<file path="config.mk">
export PLATFORM = sky130hd
export DESIGN_NAME = reg_write_arbiter_flat
export DESIGN_NICKNAME = d
export VERILOG_FILES = /design/src/rtl/reg_write_arbiter_if.sv /design/src/rtl/reg_write_arbiter.sv /design/src/flat_wrapper.sv
export SDC_FILE = /design/constraint.sdc
export NUM_CORES = 1
export LEC_CHECK = 0
export CORE_MARGIN = 4
export CORE_UTILIZATION = 42
export DETAILED_ROUTE_END_ITERATION = 10
export PLACE_DENSITY = 0.82
export SLEW_MARGIN = 20
export SYNTH_ARGS = -nofsm -noshare
export SYNTH_HDL_FRONTEND = slang
export SYNTH_SLANG_ARGS = --single-unit
</file>
<file path="constraint.sdc">
create_clock -name clk -period 1.7 [get_ports clk]
set_input_delay 0.34 -clock clk [delete_from_list [all_inputs] [get_ports clk]]
set_output_delay 0.34 -clock clk [all_outputs]
set_load 0.05 [all_outputs]
</file>
<file path="src/rtl/reg_write_arbiter_if.sv">
// Requester-side write channel of the register-bank arbiter.
//   req   requester -> arbiter  request, held until gnt
//   op    requester -> arbiter  00 write, 01 set, 10 clear, 11 illegal
//   addr  requester -> arbiter  target register index
//   data  requester -> arbiter  write data (op 00 only)
//   gnt   arbiter -> requester  one-cycle grant pulse
interface reg_write_arbiter_if #(
    parameter int unsigned AW    = 2,
    parameter int unsigned WIDTH = 8
);
    logic             req;
    logic [1:0]       op;
    logic [AW-1:0]    addr;
    logic [WIDTH-1:0] data;
    logic             gnt;

    modport master (output req, output op, output addr, output data, input gnt);
    modport slave  (input req, input op, input addr, input data, output gnt);
endinterface

</file>
<file path="src/rtl/reg_write_arbiter.sv">
// Round-robin arbiter sharing one NREG x WIDTH set/reset register bank between
// requester A (CPU control unit) and requester B (debug/loader port). Each granted
// request becomes registered one-hot load/set/reset strobes for the bank.
//   clk         system clock, rising edge
//   reset       asynchronous, active-high
//   a, b        requester channels (req/op/addr/data in, gnt out)
//   reg_we      one-hot load strobe to bank
//   reg_set     one-hot synchronous-set strobe to bank
//   reg_rst     one-hot synchronous-reset strobe to bank
//   reg_wdata   bank D-input data, zero unless the granted op is a write
//   err         one-cycle pulse: granted op illegal or addr out of range
//   last_owner  0 = A, 1 = B; requester granted most recently
module reg_write_arbiter #(
    parameter int unsigned WIDTH = 8,
    parameter int unsigned NREG  = 4,
    parameter int unsigned AW    = 2
) (
    input  logic              clk,
    input  logic              reset,
    reg_write_arbiter_if.slave a,
    reg_write_arbiter_if.slave b,
    output logic [NREG-1:0]   reg_we,
    output logic [NREG-1:0]   reg_set,
    output logic [NREG-1:0]   reg_rst,
    output logic [WIDTH-1:0]  reg_wdata,
    output logic              err,
    output logic              last_owner
);

    typedef enum logic [1:0] {
        OP_WRITE   = 2'b00,
        OP_SET     = 2'b01,
        OP_CLEAR   = 2'b10,
        OP_ILLEGAL = 2'b11
    } op_e;

    logic             a_gnt_q;
    logic             b_gnt_q;

    logic             elig_a;
    logic             elig_b;
    logic             win_a;
    logic             win_b;
    logic             any_win;
    logic [1:0]       sel_op;
    logic [AW-1:0]    sel_addr;
    logic [WIDTH-1:0] sel_data;
    logic             addr_ok;
    logic [NREG-1:0]  onehot;

    logic [NREG-1:0]  we_d;
    logic [NREG-1:0]  set_d;
    logic [NREG-1:0]  rst_d;
    logic [WIDTH-1:0] wdata_d;
    logic             err_d;

    assign a.gnt = a_gnt_q;
    assign b.gnt = b_gnt_q;

    // Arbitration: a requester in its grant cycle sits out this edge, which
    // also produces the A,B alternation when both hold their requests.
    always_comb begin
        elig_a   = a.req & ~a_gnt_q;
        elig_b   = b.req & ~b_gnt_q;
        win_a    = elig_a & (~elig_b | last_owner);
        win_b    = elig_b & (~elig_a | ~last_owner);
        any_win  = win_a | win_b;
        sel_op   = win_a ? a.op   : b.op;
        sel_addr = win_a ? a.addr : b.addr;
        sel_data = win_a ? a.data : b.data;
    end

    // Strobe decode of the winner's request; out-of-range addresses only flag err.
    always_comb begin
        we_d    = '0;
        set_d   = '0;
        rst_d   = '0;
        wdata_d = '0;
        err_d   = 1'b0;
        addr_ok = (32'(sel_addr) < NREG);
        onehot  = NREG'(1) << sel_addr;
        if (any_win) begin
            case (op_e'(sel_op))
                OP_WRITE: begin
                    wdata_d = sel_data;
                    if (addr_ok) we_d = onehot;
                    else         err_d = 1'b1;
                end
                OP_SET: begin
                    if (addr_ok) set_d = onehot;
                    else         err_d = 1'b1;
                end
                OP_CLEAR: begin
                    if (addr_ok) rst_d = onehot;
                    else         err_d = 1'b1;
                end
                default: err_d = 1'b1;
            endcase
        end
    end

    // Output registers; reset clears strobes at once and drops any pending grant.
    always_ff @(posedge clk or posedge reset) begin
        if (reset) begin
            a_gnt_q    <= 1'b0;
            b_gnt_q    <= 1'b0;
            reg_we     <= '0;
            reg_set    <= '0;
            reg_rst    <= '0;
            reg_wdata  <= '0;
            err        <= 1'b0;
            last_owner <= 1'b1;
        end else begin
            a_gnt_q   <= win_a;
            b_gnt_q   <= win_b;
            reg_we    <= we_d;
            reg_set   <= set_d;
            reg_rst   <= rst_d;
            reg_wdata <= wdata_d;
            err       <= err_d;
            if (any_win) last_owner <= win_b;
        end
    end

endmodule

</file>
<file path="src/flat_wrapper.sv">
// flat-port wrapper written by rule: the top's interface ports become plain ports
module reg_write_arbiter_flat 
#(
    parameter int unsigned WIDTH = 8,
    parameter int unsigned NREG  = 4,
    parameter int unsigned AW    = 2
)
  (clk, reset, reg_we, reg_set, reg_rst, reg_wdata, err, last_owner, a_req, a_op, a_addr, a_data, a_gnt, b_req, b_op, b_addr, b_data, b_gnt);
  reg_write_arbiter_if #(.AW(AW), .WIDTH(WIDTH)) a_i ();
  reg_write_arbiter_if #(.AW(AW), .WIDTH(WIDTH)) b_i ();
  input  logic clk;
  input  logic reset;
  output logic [NREG-1:0] reg_we;
  output logic [NREG-1:0] reg_set;
  output logic [NREG-1:0] reg_rst;
  output logic [WIDTH-1:0] reg_wdata;
  output logic err;
  output logic last_owner;
  input wire logic [$bits(a_i.req)-1:0] a_req;
  input wire logic [$bits(a_i.op)-1:0] a_op;
  input wire logic [$bits(a_i.addr)-1:0] a_addr;
  input wire logic [$bits(a_i.data)-1:0] a_data;
  output wire logic [$bits(a_i.gnt)-1:0] a_gnt;
  input wire logic [$bits(b_i.req)-1:0] b_req;
  input wire logic [$bits(b_i.op)-1:0] b_op;
  input wire logic [$bits(b_i.addr)-1:0] b_addr;
  input wire logic [$bits(b_i.data)-1:0] b_data;
  output wire logic [$bits(b_i.gnt)-1:0] b_gnt;
  assign a_i.req = a_req;
  assign a_i.op = a_op;
  assign a_i.addr = a_addr;
  assign a_i.data = a_data;
  assign a_gnt = a_i.gnt;
  assign b_i.req = b_req;
  assign b_i.op = b_op;
  assign b_i.addr = b_addr;
  assign b_i.data = b_data;
  assign b_gnt = b_i.gnt;
  reg_write_arbiter #(.WIDTH(WIDTH), .NREG(NREG), .AW(AW)) u_core (.clk(clk), .reset(reset), .a(a_i), .b(b_i), .reg_we(reg_we), .reg_set(reg_set), .reg_rst(reg_rst), .reg_wdata(reg_wdata), .err(err), .last_owner(last_owner));
endmodule
</file>
# Yosys cells after proc, flatten, opt, wreduce, memory -nomap -nowiden
# Cells that the tools add are included.
# totals
reg_bits	24
word_cells	38
# op_classes
eq_ne	2
shift	1
muxes	13
n_bitwise	12
n_reduce_logical	2
# ops
cell	n
4-bit two-way mux	6
8-bit two-way mux	3
1-bit inverter	5
1-bit bitwise AND	4
2-bit two-way mux	2
1-bit by 2-bit left shift with 4-bit output (first input constant)	1
1-bit OR	3
3-bit OR reduction	1
2-bit by 1-bit == test with 1-bit output (second input constant)	1
2-bit == test (second input constant)	1
2-bit logical NOT	1
1-bit two-way mux	2

# Logic depth before layout (Yosys ltp)
# Gate-level depths: netlist of run 1.
# logic_depth
ltp_word	10
mapped_depth	5
mapped_depth_nobuf	3

# Worst setup path after synthesis of run 1
# OpenSTA, ideal clock, no wires.
# synth_path
kind	reg-to-reg
start	reg u_core.b_gnt_q, in the netlist u_core.b.gnt
end	reg u_core.err
setup_time_ns	0.122
t_arrival_ns	1.510
path_slack_ns	0.068
stages_incl_launch_ff	6
path_buffers	2
period_less_slack_ns	1.632
path_cell_list	dfrtp_1 > nand2b_4 > buf_6 > clkbuf_1 > a21oi_1 > a32o_1
# synth_between
elab_cells_between_ends	14
classes_between	2 x eq/ne; 3 x mux; 7 x bitwise; 2 x reduce/logical
# synth_lines
item	line	source
start: declaration	reg_write_arbiter.sv:38	logic b_gnt_q;
start signal: assignment	reg_write_arbiter.sv:115	b_gnt_q <= win_b;
1-bit inverter	reg_write_arbiter.sv:64	elig_b = b.req & ~b_gnt_q;
1-bit bitwise AND	reg_write_arbiter.sv:64	
1-bit bitwise AND	reg_write_arbiter.sv:66	win_b = elig_b & (~elig_a | ~last_owner);
via u_core.win_b	reg_write_arbiter.sv:43	logic win_b;
1-bit OR	reg_write_arbiter.sv:67	any_win = win_a | win_b;
1-bit two-way mux	reg_write_arbiter.sv:82	if (any_win) begin
via u_core.err_d	reg_write_arbiter.sv:55	logic err_d;
end signal: assignment	reg_write_arbiter.sv:120	err <= err_d;
end: declaration	reg_write_arbiter.sv:26	output logic err,
# The timed path passes the listed nets, and every way through them passes these cells.
# A chain may end at the register's enable or synchronous reset.

# Worst setup path in the final report of run 1
# layout_path
start	reg u_core.last_owner
end	out last_owner
# layout_lines
item	line	source
start: declaration	reg_write_arbiter.sv:27	output logic last_owner
start signal: assignment	reg_write_arbiter.sv:121	if (any_win) last_owner <= win_b;
end: declaration	flat_wrapper.sv:18	output logic last_owner;
# No word-level cell between the ends.

==> out/qor.csv, run 1 <==
stage;metric;value;unit
place;pre_cts_ws;-0.163;ns
layout;regArea;606;um^2
setup_path;crit_chain;buf_12;
sta;rsz0062_at_grt;no;
global_route;grt_pass1_wl;4.98;mm
clock_tree;cts_root_buf;clkbuf_4;
logic_synthesis;synth_nets;136;
sta;setup_viol;0;
clock_tree;cts_buffer_depth;2;
layout;area_growth;48.0;%
layout;final_common_cell;buf_4;
logic_synthesis;ys_ff_latch;24;
layout;design_area;0.00180;mm^2
floorplan;rows;19;
clock_tree;cts_sinks;24;
layout;multi_input_area;523;um^2
place;dpl.cell_count;189;
clock_tree;cts_hold_buf;0;
pwr;vdd_drop_max;733;uV
global_route;antenna_found_initial;0;
clock_tree;cts_tree;yes;
logic_synthesis;seq_area_frac_synth;49.4;%
floorplan;io-pin-count;52;
layout;final_nets;191;
detailed_routing;dr.pass1.iters;4;
detailed_routing;avgRoutedWirePerCell;16.5;um
layout;final_util;65.4;%
logic_synthesis;syn_area;0.00122;mm^2
layout;diodes;0;
logic_synthesis;synth_cell_types;24;
sta;hold_viol_final;0;
logic_synthesis;syn_inst;108;
place;hpwlAfterDp;2.35;mm
setup_path;cp-start-kind;register;
detailed_routing;drc;0;
logic_synthesis;yosysWarningCount;0;
clock_tree;h-tree-depth;1;
layout;drive_gt1_share;27.2;%
pwr;powerDensity;825;mW/mm^2
setup_path;crit_buf_inv;1;
global_route;grt-ovfl-total;0;
setup_path;cp_max_fo;24;
sta;drv_slew;0;
logic_synthesis;postSynthAreaPerCell;11.3;um^2
hold_path;hold_path_class;input pin to async pin;
sta;skew;0.00697;ns
setup_path;critPathKind;register to output port;
clock_tree;clk_pin_slew;0.14;ns
floorplan;dieArea;0.00383;mm^2
pwr;leakage;0.815;nW
sta;max-slew-margin-rel;71.0;%
sta;clock.fmax;619;MHz
place;portBuffers;51;
detailed_routing;ant_nets;0;
outcome;status;finished clean;
floorplan;chipHeight;61.9;um
flow_run;maxCapViolations;0;
sta;tightestPinTransition;0.423;ns
setup_path;arrival;1.28;ns
global_route;grt_max_degree;25;
setup_path;critPathTopFamily;flip-flops;
global_route;grt.total_usage;17.6;%
setup_path;worst_setup_path_end_kind;output port;
layout;layout_common_cells;buf_4 (32), clkdlybuf4s50_1 (27), dfrtp_1 (23), a2111oi_0 (16), a31o_1 (15);
layout;fin_cells;193;
floorplan;start_util;44.2;%
setup_path;required;1.36;ns
global_route;grt_pass1_vias;1053;
sta;fin_tns_setup;0;ns
setup_path;cpPeakStageDelay;0.78;ns
sta;period_minus_slack;1.62;ns
setup_path;slowest_stage;dfstp_4;
layout;fill_cells;239;
sta;holdWs;0.337;ns
sta;layout_setup_ws;0.0837;ns
sta;fin_crit_sh;95.1;%
detailed_routing;routed_wl;3.18;mm
pwr;finalPower;1.49;mW
floorplan;core_region_area;0.00276;mm^2
place;place_congestion;0.793;
clock_tree;cts_buffers;3;
detailed_routing;num_vias;1120;
place;placed_cell_area;0.00175;mm^2
floorplan;die_w;61.9;um
clock_tree;clkLatencyLatePin;0.32;ns
detailed_routing;drt_iter0_markers;20;
detailed_routing;routed_via_density;5.80;
==> cells in the mapped netlist <==
library cell,count,area (um^2)
o41ai_1,4,35.0
o21a_4,1,15.0
clkbuf_1,6,22.5
nand2b_1,6,37.5
a31o_1,15,131
a31o_2,1,8.76
a211oi_2,1,12.5
nor2b_1,4,25.0
inv_1,9,33.8
o2111ai_1,4,35.0
a2111oi_0,16,140
nand2b_4,1,13.8
a32o_1,1,10.0
or2_1,1,6.26
a21oi_1,2,10.0
buf_6,2,22.5
dfstp_2,1,26.3
nor2_1,1,3.75
or2_2,1,6.26
nand2_1,1,3.75
dfrtp_1,23,576
and2_1,3,18.8
mux2i_1,1,10.0
buf_2,3,15.0
==> sequential cells by signal, summed over array words and instances (netlist names) <==
signal / count
u_core.err: 1
u_core.b.gnt: 1
u_core.reg_rst: 4
u_core.last_owner: 1
u_core.reg_we: 4
u_core.reg_set: 4
u_core.reg_wdata: 8
u_core.a.gnt: 1
==> logic make-up (layout without fill, tap and decap cells) <==
group	after synthesis	after routing	synth area share (%)
buf+inv	20	74	7.70
compound gates	45	45	32.6
flops	24	24	49.4
mux	1	1	0.821
simple gates	18	18	9.45
==> final cells by class <==
| type | instances | area share [%] |
|---|---|---|
| clock inverter | 1 | 1.66 |
| tap | 31 | 2.15 |
| timing repair buffer | 61 | 30.5 |
| clock buffer | 3 | 1.25 |
| inverter | 9 | 1.87 |
| multi-input combinational | 64 | 29.0 |
| sequential | 24 | 33.6 |
==> per-layer routing <==
layer  track usage (%)  share of wire, %  up-vias
met5                 0                 0        -
met1              21.8                41      545
met2              31.1                52       41
met3              3.72               6.4        3
met4              4.24              0.63        0
li1                  -                 -      531
==> worst paths after layout <==
kind                                         from  depth (start not counted)                  end  slack, ns
max in group asynchronous                   reset                          3    u_core.last_owner       1.07
worst max-delay path            u_core.last_owner                          1           last_owner       0.08
worst min register to register  u_core.last_owner                          1    u_core.last_owner       0.71
min in group clk                        a_data[7]                          2  u_core.reg_wdata[7]       0.60
worst min-delay path                        reset                          3  u_core.reg_wdata[1]       0.34
worst max register to register  u_core.last_owner                          2    u_core.reg_set[1]       0.19
==> power breakdown <==
| group | leakage [nW] | internal [mW] | switching, mW | total, mW |
|---|---|---|---|---|
| Clock | 0.0279 | 0.239 | 0.180 | 0.419 |
| Combinational | 0.461 | 0.177 | 0.242 | 0.419 |
| Sequential | 0.326 | 0.608 | 0.0429 | 0.651 |
| Total | 0.815 | 1.02 | 0.465 | 1.49 |
==> repair_timing <==
action,CTS,global route
endpoints found under the hold margin,0,0
setup endpoints to repair,0,1
buffers inserted,0,0
resized for setup,0,1
Power figures use the tool's default switching activity.
==> inputs of run 2 (changes only) <==
--- a/config.mk
+++ b/config.mk
@@ -5,7 +5,7 @@
 export SDC_FILE = /design/constraint.sdc
 export NUM_CORES = 1
 export LEC_CHECK = 0
-export CORE_MARGIN = 4
+export CORE_MARGIN = 3
 export CORE_UTILIZATION = 42
 export DETAILED_ROUTE_END_ITERATION = 10
 export PLACE_DENSITY = 0.82
==> run 2 against run 1 <==
Effect of this change: final cell count shrank 1.0%; critical path depth is the same; clock-buffer cell count up 1; maximum frequency increased by 1.2%; combinational power fell by 3%; design area decreased by 2.6%; register-to-register slack better by 0.06 ns; first-iteration DRC count grew 55%; sequential share of layout area is 0.91 points higher; critical endpoint unchanged; largest power group unchanged.
==> out/qor.csv, run 2 (synthesized netlist as in run 1, its figures left out) <==
stage;metric;value;unit;change
layout;final_nets;190;;-0.52%
global_route;grt-ovfl-total;0;;unchanged
pwr;leakage;0.791;nW;-3.0%
pwr;p_sw_share;34.0;%;+2.8 points
sta;clock.fmax;626;MHz;+1.2%
floorplan;core_region_area;0.00261;mm^2;-5.3%
floorplan;start_util;46.6;%;+2.5 points
detailed_routing;ant_nets;0;;unchanged
sta;fin_crit_sh;93.9;%;-1.2 points
sta;tightestPinTransition;0.439;ns;+0.0152 ns
clock_tree;cts_root_buf;clkbuf_4;;
sta;skew;0.0155;ns;+0.00851 ns
detailed_routing;dr.pass1.iters;4;;unchanged
setup_path;cpPeakStageDelay;0.79;ns;about the same
global_route;grt.total_usage;18.5;%;+0.94 points
clock_tree;cts_sinks;24;;unchanged
setup_path;cp_max_fo;24;;unchanged
layout;area_growth;44.1;%;
floorplan;chipHeight;59.9;um;-3.2%
detailed_routing;avgRoutedWirePerCell;16.4;um;-0.86%
setup_path;arrival;1.26;ns;-0.02 ns
sta;max-slew-margin-rel;70.0;%;-1.0 points
place;place_congestion;0.841;;+6.0%
sta;rsz0062_at_grt;no;;
layout;fin_cells;191;;-1.0%
layout;drive_gt1_share;26.1;%;-1.1 points
hold_path;hold_path_class;input pin to async pin;;
setup_path;timing.rr.start;u_core.b.gnt;;
setup_path;crit_buf_inv;1;;unchanged
setup_path;required;1.36;ns;about the same
setup_path;reg2regPathDepth;4;;+2
clock_tree;clkLatencyLatePin;0.31;ns;about the same
layout;final_common_cell;buf_4;;
setup_path;critPathKind;register to output port;;
clock_tree;cts_setup_buffers;0;;unchanged
place;portBuffers;51;;unchanged
floorplan;dieArea;0.00358;mm^2;-6.4%
layout;largest_reg_flops;8;;unchanged
layout;fill_cells;209;;-13%
setup_path;r2r_end;u_core.reg_rst[2];;
pwr;clkPwrFrac;19.4;%;-8.7 points
global_route;grt_max_degree;25;;unchanged
pwr;vdd_drop_max;550;uV;-25%
pwr;seq_power_share;49.6;%;+5.9 points
setup_path;worst_setup_path_end_kind;output port;;
layout;top_register;u_core.reg_wdata;;
pwr;p_switching;0.448;mW;-3.6%
setup_path;r2r_slack;0.25;ns;+0.06 ns
sta;hold_viol_final;0;;unchanged
layout;diodes;0;;unchanged
layout;final_util;67.2;%;+1.8 points
global_route;antenna_found_initial;0;;unchanged
sta;period_minus_slack;1.60;ns;-0.0196 ns
floorplan;die_w;59.9;um;-3.2%
layout;layout_common_cells;buf_4 (32), clkdlybuf4s50_1 (27), dfrtp_1 (23), a2111oi_0 (16), a31o_1 (15);;
setup_path;cp-start-kind;register;;
clock_tree;cts_hold_buf;0;;unchanged
detailed_routing;routed_via_density;5.83;;+0.51%
floorplan;io-pin-count;52;;unchanged
place;hpwlAfterDp;2.29;mm;-2.2%
clock_tree;cts_buffer_depth;2;;unchanged
detailed_routing;drc;0;;unchanged
pwr;power.share.combinational;31.0;%;+2.9 points
setup_path;slowest_stage;dfstp_4;;
floorplan;rows;18;;-1
global_route;grt_pass1_wl;5.09;mm;+2.2%
clock_tree;cts_tree;yes;;
sta;drv_slew;0;;unchanged
global_route;grt_pass1_vias;1098;;+4.3%
setup_path;critical_path.startpoint;u_core.last_owner;;
detailed_routing;routed_wl;3.12;mm;-1.9%
clock_tree;h-tree-depth;1;;unchanged
clock_tree;cts_buffers;3;;unchanged
flow_run;maxCapViolations;0;;unchanged
sta;setup_viol;0;;unchanged
detailed_routing;num_vias;1114;;-0.54%
pwr;powerDensity;749;mW/mm^2;-9.2%
detailed_routing;drt_iter0_markers;31;;+55%
place;dpl.cell_count;187;;-1.1%
pwr;p_int;0.868;mW;-15%
clock_tree;clk_pin_slew;0.14;ns;about the same
outcome;status;finished clean;;
setup_path;crit_chain;buf_12;;
setup_path;critPathTopFamily;flip-flops;;
## run 2: area by class of cell
type	count	area [um^2]	area share (%)
Clock buffer	4	26.3	1.50
Tap cell	30	37.5	2.14
Timing Repair Buffer	60	531	30.2
Sequential cell	24	606	34.5
Multi-Input combinational cell	64	523	29.8
Inverter	9	33.8	1.92
## run 2: worst max-delay path by stage
| stage | to | slack [ns] | depth (start not counted) |
|---|---|---|---|
| after global placement | u_core.reg_set[0] | -0.06 | 5 |
| after floorplan | u_core.err | 0.07 | 5 |
| after CTS | last_owner | 0.04 | 1 |
| final | last_owner | 0.10 | 1 |
| after detailed placement | u_core.reg_set[2] | -0.14 | 5 |
| after global routing | u_core.reg_wdata[3] | 0.04 | 4 |
## run 2: metal layers
metal | vias to the layer above | share of wire (%) | GRT usage [%] | wire length (um)
li1 | 526 | - | - | -
met3 | 8 | 7.2 | 4.97 | 225
met1 | 526 | 43 | 22.7 | 1330
met4 | 0 | 2.0 | 5.70 | 61
met2 | 54 | 48 | 31.5 | 1500
met5 | - | 0 | 0 | 0
## run 2: per-stage QoR
stage | hold slack [ns] | cell area (um^2) | TNS [ns] | worst slack [ns] | power, mW
2_1_floorplan | 0.354 | 1220 | 0 | 0.0681 | 0.891
3_3_place_gp | 0.648 | 1730 | -0.621 | -0.0587 | 1.05
3_5_place_dp | 0.662 | 1730 | -1.76 | -0.142 | 1.07
4_1_cts | 0.362 | 1750 | 0 | 0.0423 | 1.32
5_1_grt | 0.385 | 1760 | 0 | 0.0419 | 1.38
6_report | 0.352 | 1760 | 0 | 0.103 | 1.32
## run 2: power groups by stage
| stage | sequential (mW) | clock [mW] | combinational, mW |
|---|---|---|---|
| floorplan | 0.736 | 0 | 0.155 |
| global placement | 0.655 | 0 | 0.399 |
| detailed placement | 0.658 | 0 | 0.408 |
| CTS | 0.648 | 0.262 | 0.408 |
| global route | 0.657 | 0.286 | 0.433 |
| finish | 0.653 | 0.255 | 0.408 |
## run 2: what timing repair did
item / CTS / global route
gates resized for setup: 0 / 1
endpoints found under the setup margin: 0 / 1
hold endpoints to repair: 0 / 0
==> inputs of run 3 (changes only) <==
--- a/config.mk
+++ b/config.mk
@@ -9,6 +9,7 @@
 export CORE_UTILIZATION = 42
 export DETAILED_ROUTE_END_ITERATION = 10
 export PLACE_DENSITY = 0.82
+export REMOVE_ABC_BUFFERS = 1
 export SLEW_MARGIN = 20
 export SYNTH_ARGS = -nofsm -noshare
 export SYNTH_HDL_FRONTEND = slang
==> constraint.sdc (replaced) <==
create_clock -name clk -period 1.7 [get_ports clk]
set_input_delay 0.34 -clock clk [delete_from_list [all_inputs] [get_ports clk]]
set_output_delay 0.34 -clock clk [all_outputs]
set_load 0.005 [all_outputs]
==> run 3 against run 2 <==
Effect of this change: via count up 3.4%; design area up 7.1%; highest routed layer unchanged; global-route usage up 1.0 points; critical path type unchanged; maximum frequency up 2.7%.
==> out/qor.csv, run 3 (synthesized netlist as in run 1, its figures left out) <==
stage;metric;value;unit;change
detailed_routing;routed_wl;3.30;mm;+5.5%
layout;fill_cells;190;;-9.1%
sta;hold_viol_final;0;;unchanged
clock_tree;cts_buffer_depth;2;;unchanged
clock_tree;clkLatencyLatePin;0.32;ns;about the same
floorplan;dieArea;0.00358;mm^2;unchanged
layout;drive_gt1_share;14.4;%;-12 points
place;hpwlAfterDp;2.44;mm;+6.5%
detailed_routing;avgRoutedWirePerCell;16.7;um;+2.3%
detailed_routing;routed_via_density;5.85;;+0.26%
pwr;clkPwrFrac;21.2;%;+1.8 points
clock_tree;clk_pin_slew;0.14;ns;about the same
setup_path;cpPeakStageDelay;0.51;ns;-0.28 ns
layout;diodes;0;;unchanged
floorplan;die_w;59.9;um;unchanged
pwr;powerDensity;671;mW/mm^2;-10%
layout;area_growth;54.4;%;
floorplan;rows;18;;unchanged
pwr;p_switching;0.365;mW;-18%
setup_path;cp-start-kind;register;;
floorplan;chipHeight;59.9;um;unchanged
setup_path;critPathTopFamily;buffers and inverters;;
sta;fin_tns_setup;0;ns;unchanged
floorplan;core_region_area;0.00261;mm^2;unchanged
clock_tree;cts_hold_buf;0;;unchanged
setup_path;critPathKind;register to output port;;
detailed_routing;dr.pass1.iters;4;;unchanged
layout;final_common_cell;clkdlybuf4s50_1;;
sta;drv_slew;0;;unchanged
setup_path;crit_buf_inv;1;;unchanged
setup_path;cp.depth;1;;unchanged
setup_path;arrival;1.21;ns;-0.05 ns
global_route;antenna_found_initial;0;;unchanged
sta;max-slew-margin-rel;69.8;%;-0.19 points
layout;final_nets;196;;+3.2%
global_route;grt_pass1_wl;5.44;mm;+6.9%
sta;clock.fmax;643;MHz;+2.7%
sta;rsz0062_at_grt;no;;
sta;layout_setup_ws;0.145;ns;+0.0421 ns
sta;holdWs;0.307;ns;-0.0447 ns
global_route;grt_pass1_vias;1211;;+10%
detailed_routing;drc;0;;unchanged
place;place_congestion;0.905;;+7.6%
layout;layout_common_cells;clkdlybuf4s50_1 (50), dfrtp_1 (23), a2111oi_0 (16), a31o_1 (15), buf_4 (12);;
pwr;finalPower;1.26;mW;-4.1%
place;pre_cts_ws;-0.118;ns;+0.0235 ns
clock_tree;cts_sinks;24;;unchanged
sta;fin_crit_sh;91.4;%;-2.5 points
pwr;leakage;0.787;nW;-0.49%
floorplan;start_util;46.6;%;unchanged
pwr;p_int;0.897;mW;+3.4%
setup_path;worst_setup_path_end_kind;output port;;
outcome;status;finished clean;;
pwr;p_sw_share;28.9;%;-5.1 points
setup_path;required;1.36;ns;about the same
layout;largest_reg_flops;8;;unchanged
global_route;grt-ovfl-total;0;;unchanged
place;portBuffers;51;;unchanged
sta;tightestPinTransition;0.441;ns;+0.00276 ns
detailed_routing;num_vias;1152;;+3.4%
pwr;seq_power_share;48.8;%;-0.8 points
hold_path;hold_path_class;input pin to async pin;;
sta;skew;0.0133;ns;-0.00219 ns
setup_path;crit_chain;clkdlybuf4s50_1;;
flow_run;maxCapViolations;0;;unchanged
layout;top_register;u_core.reg_wdata;;
setup_path;cp_max_fo;3;;-88%
sta;setup_viol;0;;unchanged
detailed_routing;drt_iter0_markers;55;;+77%
setup_path;slowest_stage;clkdlybuf4s50_1;;
global_route;grt_max_degree;24;;-4.0%
clock_tree;cts_root_buf;clkbuf_4;;
clock_tree;cts_buffers;3;;unchanged
pwr;vdd_drop_max;475;uV;-14%
detailed_routing;ant_nets;0;;unchanged
sta;period_minus_slack;1.55;ns;-0.0421 ns
pwr;power.share.combinational;30.1;%;-0.9 points
setup_path;reg2regPathDepth;3;;-1
clock_tree;cts_tree;yes;;
global_route;grt.total_usage;19.5;%;+1.0 points
clock_tree;h-tree-depth;1;;unchanged
floorplan;io-pin-count;52;;unchanged
## run 3: cell count changes in the layout (fill, tap and decap cells not counted)
cell / delta
buf_12: +2
buf_4: -20
clkdlybuf4s50_1: +23
dfstp_2: +1
dfstp_4: -1
dlygate4sd2_1: +1
## run 3: layout make-up
cell class                      count  area [um^2]  area share, %
Timing Repair Buffer               66          659           35.0
Sequential cell                    24          602           32.0
Multi-Input combinational cell     64          523           27.8
Tap cell                           30         37.5           1.99
Inverter                            9         33.8           1.80
Clock buffer                        4         26.3           1.40
## run 3: stage by stage
step	area, um^2	cells	utilization (%)
after floorplan	1160	97	-
after global placement	1860	193	71.1
after detailed placement	1860	193	71.1
after CTS	1880	197	72.0
after global routing	1880	197	72.0
final	1880	197	72.0
## run 3: routing by layer
layer | vias to the layer above | track usage, % | part of all wire, %
met1 | 555 | 25.3 | 43
met2 | 49 | 33.3 | 49
met3 | 6 | 3.67 | 6.9
li1 | 542 | - | -
met5 | - | 0 | 0
met4 | 0 | 4.75 | 1.2
## run 3: power groups by stage
stage	clock network [mW]	logic, mW	registers [mW]
6_report	0.267	0.380	0.616
5_1_grt	0.299	0.409	0.619
4_1_cts	0.278	0.376	0.616
3_5_place_dp	0	0.378	0.626
3_3_place_gp	0	0.367	0.627
2_1_floorplan	0	0.113	0.649
## run 3: repair_timing
item,4_1_cts,5_1_grt
setup buffers,0,0
resized for setup,1,0
setup endpoints to repair,1,0
## run 3: path summary, 6_finish.rpt
check | start | slack, ns | endpoint
worst min register to register | u_core.b.gnt | 0.65 | u_core.last_owner
worst max register to register | u_core.last_owner | 0.28 | u_core.reg_set[2]
worst max-delay path | u_core.a.gnt | 0.15 | a_gnt
worst min-delay path | reset | 0.31 | u_core.reg_wdata[1]
max in group asynchronous | reset | 1.16 | u_core.last_owner
min in group clk | a_data[2] | 0.61 | u_core.reg_wdata[2]
